--- config.mk ---
export PLATFORM = sky130hd
export DESIGN_NAME = rgb_light_scheduler
export DESIGN_NICKNAME = d
export VERILOG_FILES = /design/src/rtl/rgb_light_scheduler_pkg.sv /design/src/rtl/rgb_light_scheduler_rr_arbiter.sv /design/src/rtl/rgb_light_scheduler.sv
export SDC_FILE = /design/constraint.sdc
export NUM_CORES = 1
export LEC_CHECK = 0
export BUFFER_PORTS_ARGS = -buffer_cell sky130_fd_sc_hd__buf_2
export CAP_MARGIN = 40
export CORE_UTILIZATION = 53
export DETAILED_ROUTE_END_ITERATION = 10
export MAX_ROUTING_LAYER = met4
export PLACE_DENSITY_LB_ADDON = 0.2
export SYNTH_ARGS = -nofsm -noshare
export SYNTH_HDL_FRONTEND = slang
export SYNTH_SLANG_ARGS = --single-unit
--- constraint.sdc ---
create_clock -name clk -period 3.1 [get_ports clk]
set_input_delay 0.31 -clock clk [delete_from_list [all_inputs] [get_ports clk]]
set_output_delay 0.31 -clock clk [all_outputs]
set_load 0.005 [all_outputs]
--- src/rtl/rgb_light_scheduler_pkg.sv ---
// Shared types and constants for the RGB light scheduler.
package rgb_sched_pkg;

  // Controller states: idle colour sequence, requester display, blank gap.
  typedef enum logic [1:0] {
    ST_IDLE = 2'd0,
    ST_SHOW = 2'd1,
    ST_GAP  = 2'd2
  } state_e;

  // Idle colour sequence, {r,g,b}, indexed by the idle step counter (entry 0 is rightmost).
  localparam logic [7:0][2:0] IDLE_COLORS = {
    3'b000, 3'b001, 3'b101, 3'b110, 3'b100, 3'b011, 3'b010, 3'b111
  };

  // Light drive during the gap between displays.
  localparam logic [2:0] RGB_BLANK = 3'b000;

endpackage

--- src/rtl/rgb_light_scheduler_rr_arbiter.sv ---
// Combinational round-robin arbiter: picks the first set request at or after ptr_i, wrapping.
module rr_arbiter #(
  parameter int NREQ = 4
) (
  input  logic [NREQ-1:0]         req_i,
  input  logic [$clog2(NREQ)-1:0] ptr_i,
  output logic                    valid_o,
  output logic [$clog2(NREQ)-1:0] winner_o
);

  localparam int IW = $clog2(NREQ);

  // Scan requesters starting at the pointer; the first hit wins.
  always_comb begin
    // NOTE: every output gets a default before the loop so no path leaves it unassigned (no latch).
    valid_o  = 1'b0;
    winner_o = '0;
    for (int k = 0; k < NREQ; k++) begin
      if (!valid_o && req_i[(int'(ptr_i) + k) % NREQ]) begin
        valid_o  = 1'b1;
        winner_o = IW'((int'(ptr_i) + k) % NREQ);
      end
    end
  end

endmodule

--- src/rtl/rgb_light_scheduler.sv ---
// Shares one RGB light between NREQ requesters: round-robin timed displays separated by a
// one-cycle blank gap, and a prescaled 8-step idle colour sequence when nobody is requesting.
module rgb_light_scheduler
  import rgb_sched_pkg::*;
#(
  parameter int NREQ     = 4,
  parameter int DWELL_W  = 8,
  parameter int IDLE_DIV = 16
) (
  input  logic                    clk,
  input  logic                    reset,
  input  logic [NREQ-1:0]         req,
  input  logic [3*NREQ-1:0]       req_color,
  input  logic [DWELL_W*NREQ-1:0] req_dwell,
  output logic [NREQ-1:0]         grant,
  output logic [NREQ-1:0]         done,
  output logic                    busy,
  output logic [$clog2(NREQ)-1:0] owner,
  output logic [2:0]              rgb
);

  localparam int IW = $clog2(NREQ);
  localparam int PW = (IDLE_DIV > 1) ? $clog2(IDLE_DIV) : 1;

  state_e            state_q, state_d;
  logic [DWELL_W-1:0] dwell_q, dwell_d;   // SHOW cycles remaining after the current one
  logic [PW-1:0]     pre_q, pre_d;        // idle prescaler
  logic [2:0]        idle_q, idle_d;      // idle sequence step
  logic [IW-1:0]     ptr_q, ptr_d;        // round-robin pointer
  logic [IW-1:0]     owner_q, owner_d;
  logic [2:0]        rgb_q, rgb_d;
  logic [NREQ-1:0]   grant_q, grant_d;
  logic [NREQ-1:0]   done_q, done_d;
  logic              busy_q, busy_d;

  logic              arb_valid;
  logic [IW-1:0]     arb_winner;
  logic              launch;
  logic [DWELL_W-1:0] win_dwell;
  logic [2:0]        win_color;

  rr_arbiter #(.NREQ(NREQ)) u_arb (
    .req_i    (req),
    .ptr_i    (ptr_q),
    .valid_o  (arb_valid),
    .winner_o (arb_winner)
  );

  assign launch    = arb_valid && (state_q == ST_IDLE || state_q == ST_GAP);
  assign win_dwell = req_dwell[int'(arb_winner)*DWELL_W +: DWELL_W];
  assign win_color = req_color[int'(arb_winner)*3 +: 3];

  // Next-state, counters and registered-output values.
  always_comb begin
    state_d = state_q;
    dwell_d = dwell_q;
    pre_d   = pre_q;
    idle_d  = idle_q;
    ptr_d   = ptr_q;
    owner_d = owner_q;
    rgb_d   = rgb_q;
    grant_d = '0;
    done_d  = '0;

    case (state_q)
      ST_IDLE: begin
        if (!launch) begin
          if (pre_q == PW'(IDLE_DIV - 1)) begin
            pre_d  = '0;
            idle_d = idle_q + 3'd1;
          end else begin
            pre_d = pre_q + PW'(1);
          end
          rgb_d = IDLE_COLORS[idle_d];
        end
      end
      ST_SHOW: begin
        if (dwell_q == '0) begin
          state_d         = ST_GAP;
          rgb_d           = RGB_BLANK;
          done_d[owner_q] = 1'b1;
        end else begin
          dwell_d = dwell_q - DWELL_W'(1);
        end
      end
      ST_GAP: begin
        if (!launch) begin
          state_d = ST_IDLE;
          rgb_d   = IDLE_COLORS[idle_q];
        end
      end
      default: state_d = ST_IDLE;
    endcase

    // Arbitration overrides the IDLE/GAP handling above; idle step stays frozen.
    if (launch) begin
      state_d             = ST_SHOW;
      grant_d[arb_winner] = 1'b1;
      owner_d             = arb_winner;
      rgb_d               = win_color;
      dwell_d             = (win_dwell == '0) ? '0 : win_dwell - DWELL_W'(1);
      pre_d               = '0;
      ptr_d               = (int'(arb_winner) == NREQ - 1) ? '0 : arb_winner + IW'(1);
    end

    busy_d = (state_d != ST_IDLE);
  end

  // State and output registers with synchronous reset.
  always_ff @(posedge clk) begin
    // NOTE: non-blocking assignments so every register samples pre-edge values.
    if (reset) begin
      state_q <= ST_IDLE;
      dwell_q <= '0;
      pre_q   <= '0;
      idle_q  <= '0;
      ptr_q   <= '0;
      owner_q <= '0;
      rgb_q   <= IDLE_COLORS[0];
      grant_q <= '0;
      done_q  <= '0;
      busy_q  <= 1'b0;
    end else begin
      state_q <= state_d;
      dwell_q <= dwell_d;
      pre_q   <= pre_d;
      idle_q  <= idle_d;
      ptr_q   <= ptr_d;
      owner_q <= owner_d;
      rgb_q   <= rgb_d;
      grant_q <= grant_d;
      done_q  <= done_d;
      busy_q  <= busy_d;
    end
  end

  assign grant = grant_q;
  assign done  = done_q;
  assign busy  = busy_q;
  assign owner = owner_q;
  assign rgb   = rgb_q;

endmodule

## Word-level counts from Yosys, hierarchy flattened

Memories as Yosys holds them, arrays and structs flattened. A register that Yosys moved wholly into a read port is not among the register bits.
Index checks and enable logic that the tools add are counted.

- Reductions and logical operators: 25
- Bitwise gates (word level): 6
- Equality and inequality tests: 6
- Multipliers: 1
- Shift-type cells: 2
- Add/sub/neg operators: 8
- Multiplexer cells: 42
- Magnitude comparators: 10

Operators with widths:

| cell | count |
|---|---|
| 2-to-1 mux 8 bit | 4 |
| indexed part select 32 x 6 -> 8 bit | 1 |
| 2-to-1 mux 3 bit | 9 |
| less-than comparator 3 x 4 -> 1 bit, second input constant | 5 |
| zero test 8 bit | 2 |
| subtractor 8 x 1 -> 8 bit, second input constant | 2 |
| 2-to-1 mux 2 bit | 7 |
| 2-to-1 mux 1 bit | 13 |
| indexed part select 12 x 5 -> 3 bit | 1 |
| OR reduction 2 bit | 5 |
| less-than comparator 2 x 3 -> 1 bit, second input constant | 3 |
| one-hot mux 3 bit (3 select lines) | 1 |
| binary-select mux 1 bit (select 2 bit) | 4 |
| logical AND 1 bit | 6 |
| AND reduction 2 bit | 3 |
| adder 2 x 1 -> 2 bit, second input constant | 2 |
| adder 2 bit, second input constant | 2 |
| adder 4 x 1 -> 4 bit, second input constant | 1 |
| demux 1 bit (select 2 bit) | 2 |
| == test 2 x 1 -> 1 bit, second input constant | 2 |
| == test 4 bit, second input constant | 1 |
| >= comparator 2 x 1 -> 1 bit, second input constant | 2 |
| multiplier 2 x 2 -> 4 bit, second input constant | 1 |
| 2-to-1 mux 4 bit | 1 |
| other kinds (13) | 20 |

- Bits in read-only memories: 48
- Output and inout port bits: 14
- Register bits: 33
- Logic and storage cells: 112
- Memories kept: 2

Memory list:

| memory | depth | bits a word | rd ports | clocked after memory_dff | write ports | line | source |
|---|---|---|---|---|---|---|---|
| (name not given) | 8 | 3 | 1 | 1 | 0 | rgb_light_scheduler.sv:89 | `rgb_d = IDLE_COLORS[idle_q];` |
| (name not given) | 8 | 3 | 1 | 0 | 0 | rgb_light_scheduler.sv:74 | `rgb_d = IDLE_COLORS[idle_d];` |

## Logic depth before layout (Yosys ltp)

Gate-level depths: netlist of run 1.

- Depth after elaboration: 21
- Depth in mapped cells: 14
- Depth with buffers taken out: 12

## Cells and area by module

Synthesis of run 1 repeated with hierarchy kept, for this count alone.

- Cell total of the unflattened synthesis: 276
- Area total of the unflattened synthesis: 2436.1 µm²

By module, submodules not included:

| module | seq. area each (µm²) | times used | cells an instance | area each (µm²) |
|---|---|---|---|---|
| rgb_light_scheduler | 720.7 | 1 | 261 | 2358.5 |
| rr_arbiter | 0.0 | 1 | 15 | 77.6 |

## Worst setup path before layout of run 1

Ideal clock, no wire load.

- Path type: reg2reg
- From: register ptr_q[1]
- To: register dwell_q[6]
- Library setup time: 0.115 ns
- Setup slack: 0.714 ns
- Arrival time: 2.271 ns
- Period minus slack after synthesis: 2.386 ns
- Required time: 2.985 ns
- Stages on the path, launching flop included: 15
- Buffers on the path: 2
- Cell sequence: dfxtp_1 mux2i_1 o2bb2ai_1 or2_1 buf_6 inv_6 buf_12 nand3_1 nand2_1 ha_1 inv_1 a221oi_1 nand2_1 xnor2_1 o21ba_2

- Cells in the longest elaborated chain, start to end: 16
- Elaborated cells between the ends (all ways): 37

Ends and longest elaborated chain:

| element | line | source |
|---|---|---|
| start, declared | rgb_light_scheduler.sv:29 | `logic [IW-1:0] ptr_q, ptr_d;` |
| start signal, assigned | rgb_light_scheduler.sv:128 | `ptr_q <= ptr_d;` |
| adder 2 x 1 -> 2 bit or binary-select mux 1 bit (select 2 bit) (tied branches) | rgb_light_scheduler_rr_arbiter.sv:19 | `if (!valid_o && req_i[(int'(ptr_i) + k) % NREQ]) begin` |
| binary-select mux 1 bit (select 2 bit) or 2-to-1 mux 1 bit (tied branches) | rgb_light_scheduler_rr_arbiter.sv:19 |  |
| 2-to-1 mux 1 bit (implied by the code) | rgb_light_scheduler_rr_arbiter.sv:19 |  |
| 2-to-1 mux 1 bit (implied by the code) or zero test 1 bit (tied branches) | rgb_light_scheduler_rr_arbiter.sv:19 |  |
| logical AND 1 bit | rgb_light_scheduler_rr_arbiter.sv:19 |  |
| 2-to-1 mux 1 bit | rgb_light_scheduler_rr_arbiter.sv:19 |  |
| zero test 1 bit | rgb_light_scheduler_rr_arbiter.sv:19 |  |
| logical AND 1 bit | rgb_light_scheduler_rr_arbiter.sv:19 |  |
| 2-to-1 mux 1 bit | rgb_light_scheduler_rr_arbiter.sv:19 |  |
| zero test 1 bit | rgb_light_scheduler_rr_arbiter.sv:19 |  |
| logical AND 1 bit | rgb_light_scheduler_rr_arbiter.sv:19 |  |
| 2-to-1 mux 2 bit * | rgb_light_scheduler_rr_arbiter.sv:19 |  |
| net arb_winner[0] | rgb_light_scheduler.sv:37 | `logic [IW-1:0] arb_winner;` |
| indexed part select 32 x 6 -> 8 bit * | rgb_light_scheduler.sv:50 | `assign win_dwell = req_dwell[int'(arb_winner)*DWELL_W +: DWELL_W];` |
| subtractor 8 x 1 -> 8 bit or zero test 8 bit (tied branches) | rgb_light_scheduler.sv:101 | `dwell_d = (win_dwell == '0) ? '0 : win_dwell - DWELL_W'(1);` |
| 2-to-1 mux 8 bit * | rgb_light_scheduler.sv:101 |  |
| 2-to-1 mux 8 bit * | rgb_light_scheduler.sv:96 | `if (launch) begin` |
| end signal, assigned | rgb_light_scheduler.sv:125 | `dwell_q <= dwell_d;` |
| end, declared | rgb_light_scheduler.sv:26 | `logic [DWELL_W-1:0] dwell_q, dwell_d;` |

Mark *: on every way through the listed nets, which the timed path passes. The rest lies on a longest branch. The select of a mux whose other input is x is not followed.
A chain may end at the register's enable or synchronous reset.

## Final worst setup path of run 1

- From: register ptr_q[1]
- To: register dwell_q[6]

- Cells in the longest elaborated chain, start to end: 16
- Elaborated cells between the ends (all ways): 37

Ends and longest elaborated chain:

| element | line |
|---|---|
| adder 2 x 1 -> 2 bit or binary-select mux 1 bit (select 2 bit) (tied branches) | rgb_light_scheduler_rr_arbiter.sv:19, rgb_light_scheduler_rr_arbiter.sv:21 |
| binary-select mux 1 bit (select 2 bit) or 2-to-1 mux 1 bit (tied branches) | rgb_light_scheduler_rr_arbiter.sv:19 |
| 2-to-1 mux 1 bit (implied by the code) | rgb_light_scheduler_rr_arbiter.sv:19 |
| 2-to-1 mux 1 bit (implied by the code) or zero test 1 bit (tied branches) | rgb_light_scheduler_rr_arbiter.sv:19 |
| logical AND 1 bit | rgb_light_scheduler_rr_arbiter.sv:19 |
| 2-to-1 mux 1 bit | rgb_light_scheduler_rr_arbiter.sv:19 |
| zero test 1 bit | rgb_light_scheduler_rr_arbiter.sv:19 |
| logical AND 1 bit | rgb_light_scheduler_rr_arbiter.sv:19 |
| 2-to-1 mux 1 bit | rgb_light_scheduler_rr_arbiter.sv:19 |
| zero test 1 bit | rgb_light_scheduler_rr_arbiter.sv:19 |
| logical AND 1 bit | rgb_light_scheduler_rr_arbiter.sv:19 |
| 2-to-1 mux 2 bit | rgb_light_scheduler_rr_arbiter.sv:19 |
| indexed part select 32 x 6 -> 8 bit | rgb_light_scheduler.sv:50 |
| subtractor 8 x 1 -> 8 bit or zero test 8 bit (tied branches) | rgb_light_scheduler.sv:101 |
| 2-to-1 mux 8 bit | rgb_light_scheduler.sv:101 |
| 2-to-1 mux 8 bit | rgb_light_scheduler.sv:96 |

Several ways; a longest one is shown, not always the timed one. The select of a mux whose other input is x is not followed.

==> results of run 1 <==
## cell type report
class / count / area [sq um] / area share
multi-input combinational: 249 / 1620 / 0.560
tap: 52 / 65.1 / 0.0225
sequential: 36 / 721 / 0.249
clock buffer: 5 / 68.8 / 0.0238
inverter: 16 / 65.1 / 0.0225
timing repair buffer: 68 / 353 / 0.122
## power by group
part           total, mW  internal (mW)  switching, mW
Clock              0.290          0.145          0.146
Combinational      0.817          0.352          0.466
Sequential         0.621          0.545         0.0767
## registers in the layout, indices dropped and copies added, names as in the netlist, named ones only
| signal | flops |
|---|---|
| dwell_q | 8 |
| pre_q | 4 |
| idle_q | 3 |
| grant | 4 |
| ptr_q | 2 |
| state_q | 2 |
| done | 4 |
| owner | 2 |
| rgb | 3 |
| busy | 1 |
## critical path, cell delays in order, from the launching register on
cell and delay (ns):
dfxtp_1 0.42, mux2i_1 0.20, o2bb2ai_1 0.10, or2_1 0.40
inv_6 0.20, nand3_1 0.11, nand2_1 0.12, ha_1 0.19
inv_1 0.05, a221oi_1 0.37, nand2_1 0.12, xnor2_1 0.15
o21ba_2 0.19
## layout by cell type (no fill, tap or decap), drive strengths merged, types with 2 or more instances in the layout
| cell | n |
|---|---|
| a211o | 3 |
| a211oi | 5 |
| a21boi | 3 |
| a21oi | 16 |
| a31oi | 2 |
| and2 | 5 |
| and3 | 2 |
| buf | 68 |
| clkbuf | 5 |
| dfxtp | 36 |
| ha | 18 |
| inv | 16 |
| mux2 | 2 |
| mux2i | 18 |
| nand2 | 23 |
| nand2b | 3 |
| nand3 | 33 |
| nand4b | 2 |
| nor2 | 31 |
| nor2b | 2 |
| nor3 | 14 |
| nor4 | 2 |
| o211ai | 4 |
| o21ai | 29 |
| o21ba | 3 |
| xnor2 | 7 |
| xor2 | 6 |
## per-stage QoR
step / hold WS, ns / cells / total power [mW] / util
2_1_floorplan: 0.450 / 316 / 1.25 / -
3_3_place_gp: 0.445 / 420 / 1.42 / 0.634
3_5_place_dp: 0.448 / 421 / 1.44 / 0.636
4_1_cts: 0.465 / 426 / 1.74 / 0.651
5_1_grt: 0.490 / 426 / 1.88 / 0.651
6_report: 0.458 / 426 / 1.73 / 0.651
## metal layers
| metal | track usage | part of all wire |
|---|---|---|
| met1 | 0.294 | 0.44 |
| met2 | 0.439 | 0.49 |
| met3 | 0.0499 | 0.048 |
| met4 | 0.0933 | 0.017 |
| met5 | - | 0 |
## cells by family (layout without fill, tap and decap cells)
group,after synthesis,after routing
mux,20,20
fa+ha+maj,18,18
compound gates,78,78
xor+xnor,13,13
flops,36,36
simple gates,120,120
buf+inv,31,89
## how the worst min path moves through the flow
stage	from	endpoint	slack, ns	cells after the start
finish	rgb[1]$_SDFFE_PP1P_	rgb[1]$_SDFFE_PP1P_	0.46	1
global placement	rgb[0]$_SDFFE_PP1P_	rgb[0]$_SDFFE_PP1P_	0.44	1
CTS	rgb[1]$_SDFFE_PP1P_	rgb[1]$_SDFFE_PP1P_	0.47	1
floorplan	reset	idle_q[2]$_SDFFE_PP0P_	0.45	1
global route	rgb[1]$_SDFFE_PP1P_	rgb[1]$_SDFFE_PP1P_	0.49	1
detailed placement	rgb[1]$_SDFFE_PP1P_	rgb[1]$_SDFFE_PP1P_	0.45	1
==> reports/metrics.yaml, run 1 <==
grt_pass1_wl_microns: 9790
synth_warnings: 0
slew-limit-headroom: 0.618
power_density_mw_per_mm2: 597
core_sq_mm: 0.00444
port_buffers: 63
final_hold_viol_count: 0
crit_start: "ptr_q[1]$_SDFFE_PP0N_"
synth_top_family_by_area: "simple AND/OR/NAND/NOR gates"
tightestPinTransition_ns: 0.574
synthesis.area_sq_mm: 0.00249
grt_setup_unrepaired: "false"
clkTransAtPathRegs_ns: 0.07
cp-end-kind: "flop"
worstPathRequired_ns: 3.28
endpoint: "dwell_q[6]$_SDFFE_PP0P_"
skew_ns: 0.00403
totalNegativeSetupSlack_ns: 0
synth_seq_cells: 36
ys_async_sr_fraction: 0
place_area_sq_mm: 0.00283
cts_tree: "built"
dp_hpwl_microns: 4340
synthTopCellsByCount: "36 x dfxtp_1, 32 x nand3_1, 30 x nor2_1"
outcome: "finished clean"
timing.rr.start: "ptr_q[1]$_SDFFE_PP0N_"
routedWlPerCell_microns: 13.4
routed_wl_microns: 5700
num_vias: 2437
netlist.area_leader.share: 0.289
overflow: 0
via_per_inst: 5.72
cts_hold_buf: 0
yosys.area_share.simple: 0.231
htreeDepth: 2
critical_path_class: "flop to flop"
drc: 0
clock_latency_ns: 0.28
drt_iter0_markers: 144
synth_compound_area_frac: 0.203
detail-route-antenna-nets: 0
setup_viol: 0
fmax_mhz: 366
path_max_fanout: 13
start_kind: "flop"
antenna_found_initial: 0
p_leak_nw: 1.33
final_nets: 444
drtPass1Iterations: 4
synth.area.top_cells: "dfxtp_1 29%, ha_1 9.0%, mux2i_1 7.2%, nand3_1 6.4%, o21ai_0 5.4%"
hp-class: "flop to flop"
numCtsBuffers: 5
reg2regPathDepth: 12
cts_setup_buffers: 0
post-synth-top-count-cell: "dfxtp_1"
die_area_sq_mm: 0.00498
synth_edf_count: 0
syn-num-nets: 384
synth_top_area_cell: "dfxtp_1"
worstPathArrival_ns: 2.92
grt_pass1_vias: 2279
muxShareOfSynthArea: 0.0814
die_h_microns: 70.5
ios: 64
post-place-ws_ns: 0.400
ir_drop_v: 0.000401
netlist_instances: 316
grt_use_total: 0.254
maxCapViolations: 0
synth.avg_cell_area_sq_um: 7.88
grt_max_degree: 32
yosysUniqueCellTypes: 52
dieWidth_microns: 70.5
drive_above_1_share: 0.225
post-route-min-period_ns: 2.73
cts_num_sinks: 36
clockBufferDepth: 2
area_growth_syn_to_layout_pct: 16.2
synthXorXnorAreaFrac: 0.0457
reg2reg_to: "dwell_q[6]$_SDFFE_PP0P_"
period_share: 0.882
post_cts_resized: 0
row_count: 24
clock-root-buffer: "clkbuf_8"
synth-adder-area-share: 0.0905
setup_ws_ns: 0.365
final.fill_count: 422
r2r_slack_ns: 0.37
diodes: 0
synth_top_flop_cell: "dfxtp_1"
place.gp.congestion: 0.893
yosysSeqAreaShare: 0.289
finish.instance_area_sq_mm: 0.00289
slew_viol_final: 0
start_util: 0.560
Power figures use the tool's default switching activity.
==> run 2, diff against run 1 <==
--- a/config.mk
+++ b/config.mk
@@ -7,7 +7,8 @@
 export LEC_CHECK = 0
 export BUFFER_PORTS_ARGS = -buffer_cell sky130_fd_sc_hd__buf_2
 export CAP_MARGIN = 40
-export CORE_UTILIZATION = 53
+export CORE_UTILIZATION = 55
+export CTS_BUF_LIST = sky130_fd_sc_hd__clkbuf_8
 export DETAILED_ROUTE_END_ITERATION = 10
 export MAX_ROUTING_LAYER = met4
 export PLACE_DENSITY_LB_ADDON = 0.2
==> reports/metrics.yaml, run 2 (same netlist as run 1, synthesis figures left out) <==
outcome: "finished clean"
cts_hold_buf: 0
mostFrequentLayoutCells: "63 x buf_2, 36 x dfxtp_1, 32 x nand3_1"
place.gp.congestion: 0.926
numCtsBuffers: 5
cts_setup_buffers: 0
critPathMaxStageDelay_ns: 0.42
grt_use_total: 0.251
cts_num_sinks: 36
die_area_sq_mm: 0.00480
diodes: 0
start_util: 0.572
worstPathRequired_ns: 3.30
skew_ns: 0.00551
antenna_found_initial: 0
multi_input_area_sq_mm: 0.00162
port_buffers: 63
overflow: 0
dp_hpwl_microns: 4300
cpMostUsedCell: "nand2_1"
grt_pass1_wl_microns: 9660
crit_family: "simple AND/OR/NAND/NOR gates"
start_kind: "flop"
final_nets: 444
holdWs_ns: 0.462
p_leak_nw: 1.34
row_count: 24
tightestPinTransition_ns: 0.584
final_common_cell: "buf_2"
htreeDepth: 2
ff_latch_area_sq_um: 721
drive_above_1_share: 0.231
power_density_mw_per_mm2: 608
routedWlPerCell_microns: 13.1
period_share: 0.857
post-route-min-period_ns: 2.66
grt_max_degree: 32
die_h_microns: 69.3
grt_setup_unrepaired: "false"
crit_start: "ptr_q[1]$_SDFFE_PP0N_"
num_vias: 2454
via_per_inst: 5.72
area_growth_syn_to_layout_pct: 17.0
ir_drop_v: 0.000367
clock_latency_ns: 0.30
cp_slowest_cell: "dfxtp_1"
clkTransAtPathRegs_ns: 0.08
clockBufferDepth: 2
slew_viol_final: 0
totalNegativeSetupSlack_ns: 0
drt_iter0_markers: 112
clock-root-buffer: "clkbuf_8"
hp-class: "flop to flop"
dieWidth_microns: 69.3
worstPathArrival_ns: 2.85
routed_wl_microns: 5620
detail-route-antenna-nets: 0
crit_chain: "mux2i_1, o2bb2ai_1, or2_1, inv_6, nand3_2, nand2_1, ha_1, inv_1, a221oi_1, nand2_1, xnor2_1, o21ba_2"
timing.rr.start: "ptr_q[1]$_SDFFE_PP0N_"
grt_pass1_vias: 2295
path_max_fanout: 13
drtPass1Iterations: 4
post_cts_resized: 0
largest_reg_flops: 8
final_hold_viol_count: 0
cts_tree: "built"
top_register: "dwell_q"
ios: 64
fmax_mhz: 376
final.fill_count: 398
drc: 0
hp-start: "rgb[1]$_SDFFE_PP1P_"
crit_buf_inv: 2
cp-end-kind: "flop"
core_sq_mm: 0.00435
setup_viol: 0
slew-limit-headroom: 0.611
maxCapViolations: 0
critical_path_class: "flop to flop"
## run 2: cell count changes in the layout (fill, tap and decap cells not counted), sizes merged
cell | previous run | this run
clkinv | 0 | 3
## run 2: through the flow
step / cells / setup WS, ns / cell area [sq um] / power [mW] / utilization
floorplan: 316 / 0.714 / 2490 / 1.25 / -
global placement: 420 / 0.512 / 2820 / 1.42 / 0.647
detailed placement: 421 / 0.443 / 2830 / 1.44 / 0.649
CTS: 429 / 0.425 / 2910 / 1.78 / 0.669
global route: 429 / 0.163 / 2910 / 1.91 / 0.669
finish: 429 / 0.444 / 2910 / 1.77 / 0.669
## run 2: path summary, 6_finish.rpt
kind	endpoint	slack, ns	depth (start not counted)
max reg2reg	dwell_q[6]$_SDFFE_PP0P_	0.44	12
max	dwell_q[6]$_SDFFE_PP0P_	0.44	12
min reg2reg	rgb[1]$_SDFFE_PP1P_	0.46	1
min	rgb[1]$_SDFFE_PP1P_	0.46	1
## run 2: area by class of cell
| cell class | instances | share of cell area |
|---|---|---|
| clock inverter | 3 | 0.00644 |
| inverter | 16 | 0.0223 |
| clock buffer | 5 | 0.0236 |
| timing repair buffer | 68 | 0.121 |
| tap | 52 | 0.0223 |
| multi-input combinational | 249 | 0.557 |
| sequential | 36 | 0.247 |
## run 2: layer usage
layer / track usage / wire length (microns)
met5: - / 0
met4: 0.0794 / 37
met3: 0.0567 / 244
met2: 0.429 / 2870
met1: 0.291 / 2460
## run 2: power by group
| part | switching [mW] | leakage (nW) | internal [mW] |
|---|---|---|---|
| clock network | 0.179 | 0.0479 | 0.157 |
| registers | 0.0728 | 0.295 | 0.544 |
| logic | 0.466 | 1.00 | 0.351 |
| total | 0.718 | 1.34 | 1.05 |
==> run 3, diff against run 2 <==
--- a/config.mk
+++ b/config.mk
@@ -12,6 +12,7 @@
 export DETAILED_ROUTE_END_ITERATION = 10
 export MAX_ROUTING_LAYER = met4
 export PLACE_DENSITY_LB_ADDON = 0.2
+export RECOVER_POWER = 50
 export SYNTH_ARGS = -nofsm -noshare
 export SYNTH_HDL_FRONTEND = slang
 export SYNTH_SLANG_ARGS = --single-unit
==> reports/metrics.yaml, run 3 (same netlist as run 1, synthesis figures left out) <==
final_common_cell: "buf_2"
worstPathRequired_ns: 3.30
clkTransAtPathRegs_ns: 0.08
ir_drop_v: 0.000367
num_vias: 2448
path_max_fanout: 13
antenna_found_initial: 0
core_sq_mm: 0.00435
slew-limit-headroom: 0.617
cp-end-kind: "flop"
grt_setup_unrepaired: "false"
htreeDepth: 2
cts_setup_buffers: 0
grt_pass1_wl_microns: 9660
cts_num_sinks: 36
start_kind: "flop"
hp-class: "flop to flop"
outcome: "finished clean"
place.gp.congestion: 0.926
critical_path_class: "flop to flop"
row_count: 24
overflow: 0
grt_max_degree: 32
maxCapViolations: 0
drc: 0
worstPathArrival_ns: 2.87
drtPass1Iterations: 4
post-route-min-period_ns: 2.68
diodes: 0
final.fill_count: 400
period_share: 0.863
power_density_mw_per_mm2: 608
final_util: 0.668
final_hold_viol_count: 0
routedWlPerCell_microns: 13.1
slew_viol_final: 0
dieWidth_microns: 69.3
tightestPinTransition_ns: 0.574
clock-root-buffer: "clkbuf_8"
start_util: 0.572
mostFrequentLayoutCells: "59 x buf_2, 36 x dfxtp_1, 32 x nand3_1"
skew_ns: 0.00553
via_per_inst: 5.71
final_nets: 444
drive_above_1_share: 0.220
die_h_microns: 69.3
ios: 64
grt_pass1_vias: 2295
routed_wl_microns: 5630
p_leak_nw: 1.33
clock_latency_ns: 0.30
largest_reg_flops: 8
cts_tree: "built"
die_area_sq_mm: 0.00480
detail-route-antenna-nets: 0
dp_hpwl_microns: 4300
port_buffers: 63
top_register: "dwell_q"
numCtsBuffers: 5
area_growth_syn_to_layout_pct: 16.8
totalNegativeSetupSlack_ns: 0
cts_hold_buf: 0
drt_iter0_markers: 113
setup_viol: 0
grt_use_total: 0.251
fmax_mhz: 374
post_cts_resized: 0
clockBufferDepth: 2
run 3: cell types whose count changed in the layout (fill, tap and decap cells not counted), sizes merged:
| cell | delta |
|---|---|
| buf | -4 |
| clkbuf | +4 |
run 3: worst paths after layout:
| path | startpoint | end | slack, ns | depth (start not counted) |
|---|---|---|---|---|
| worst min-delay path | rgb[1]$_SDFFE_PP1P_ | rgb[1]$_SDFFE_PP1P_ | 0.46 | 1 |
| worst min register to register | rgb[1]$_SDFFE_PP1P_ | rgb[1]$_SDFFE_PP1P_ | 0.46 | 1 |
| worst max-delay path | ptr_q[1]$_SDFFE_PP0N_ | dwell_q[6]$_SDFFE_PP0P_ | 0.42 | 12 |
| worst max register to register | ptr_q[1]$_SDFFE_PP0N_ | dwell_q[6]$_SDFFE_PP0P_ | 0.42 | 12 |
run 3: layout make-up:
cell class / instances / area (sq um) / share of cell area
Clock inverter: 3 / 18.8 / 0.00645
Sequential cell: 36 / 721 / 0.248
Timing Repair Buffer: 68 / 348 / 0.120
Clock buffer: 5 / 68.8 / 0.0237
Multi-Input combinational cell: 249 / 1620 / 0.558
Inverter: 16 / 65.1 / 0.0224
Tap cell: 52 / 65.1 / 0.0224
run 3: report_power, final:
group | internal, mW | leakage [nW] | total, mW | switching (mW)
clock network | 0.157 | 0.0479 | 0.336 | 0.179
registers | 0.544 | 0.295 | 0.618 | 0.0734
logic | 0.349 | 0.990 | 0.815 | 0.466
run 3: critical path, stage by stage (launching register included):
cell	delay, ns
dfxtp_1	0.42
mux2i_1	0.22
o2bb2ai_1	0.10
or2_1	0.39
inv_6	0.19
nand3_2	0.08
nand2_1	0.12
ha_1	0.19
inv_1	0.05
a221oi_1	0.34
nand2_1	0.12
xnor2_1	0.14
o21ba_2	0.19
run 3: per-layer routing:
metal  GRT usage  wire [microns]
met2       0.429            2860
met1       0.291            2480
met5           -               0
met3      0.0567             226
met4      0.0794              58
run 3: per-stage QoR:
step	area (sq um)	setup slack, ns	hold WS, ns	total power [mW]	std cells
after CTS	2910	0.425	0.471	1.78	429
after floorplan	2490	0.714	0.450	1.25	316
after detailed placement	2830	0.443	0.450	1.44	421
after global routing	2910	0.163	0.486	1.91	429
final	2910	0.424	0.462	1.77	429
after global placement	2820	0.512	0.443	1.42	420
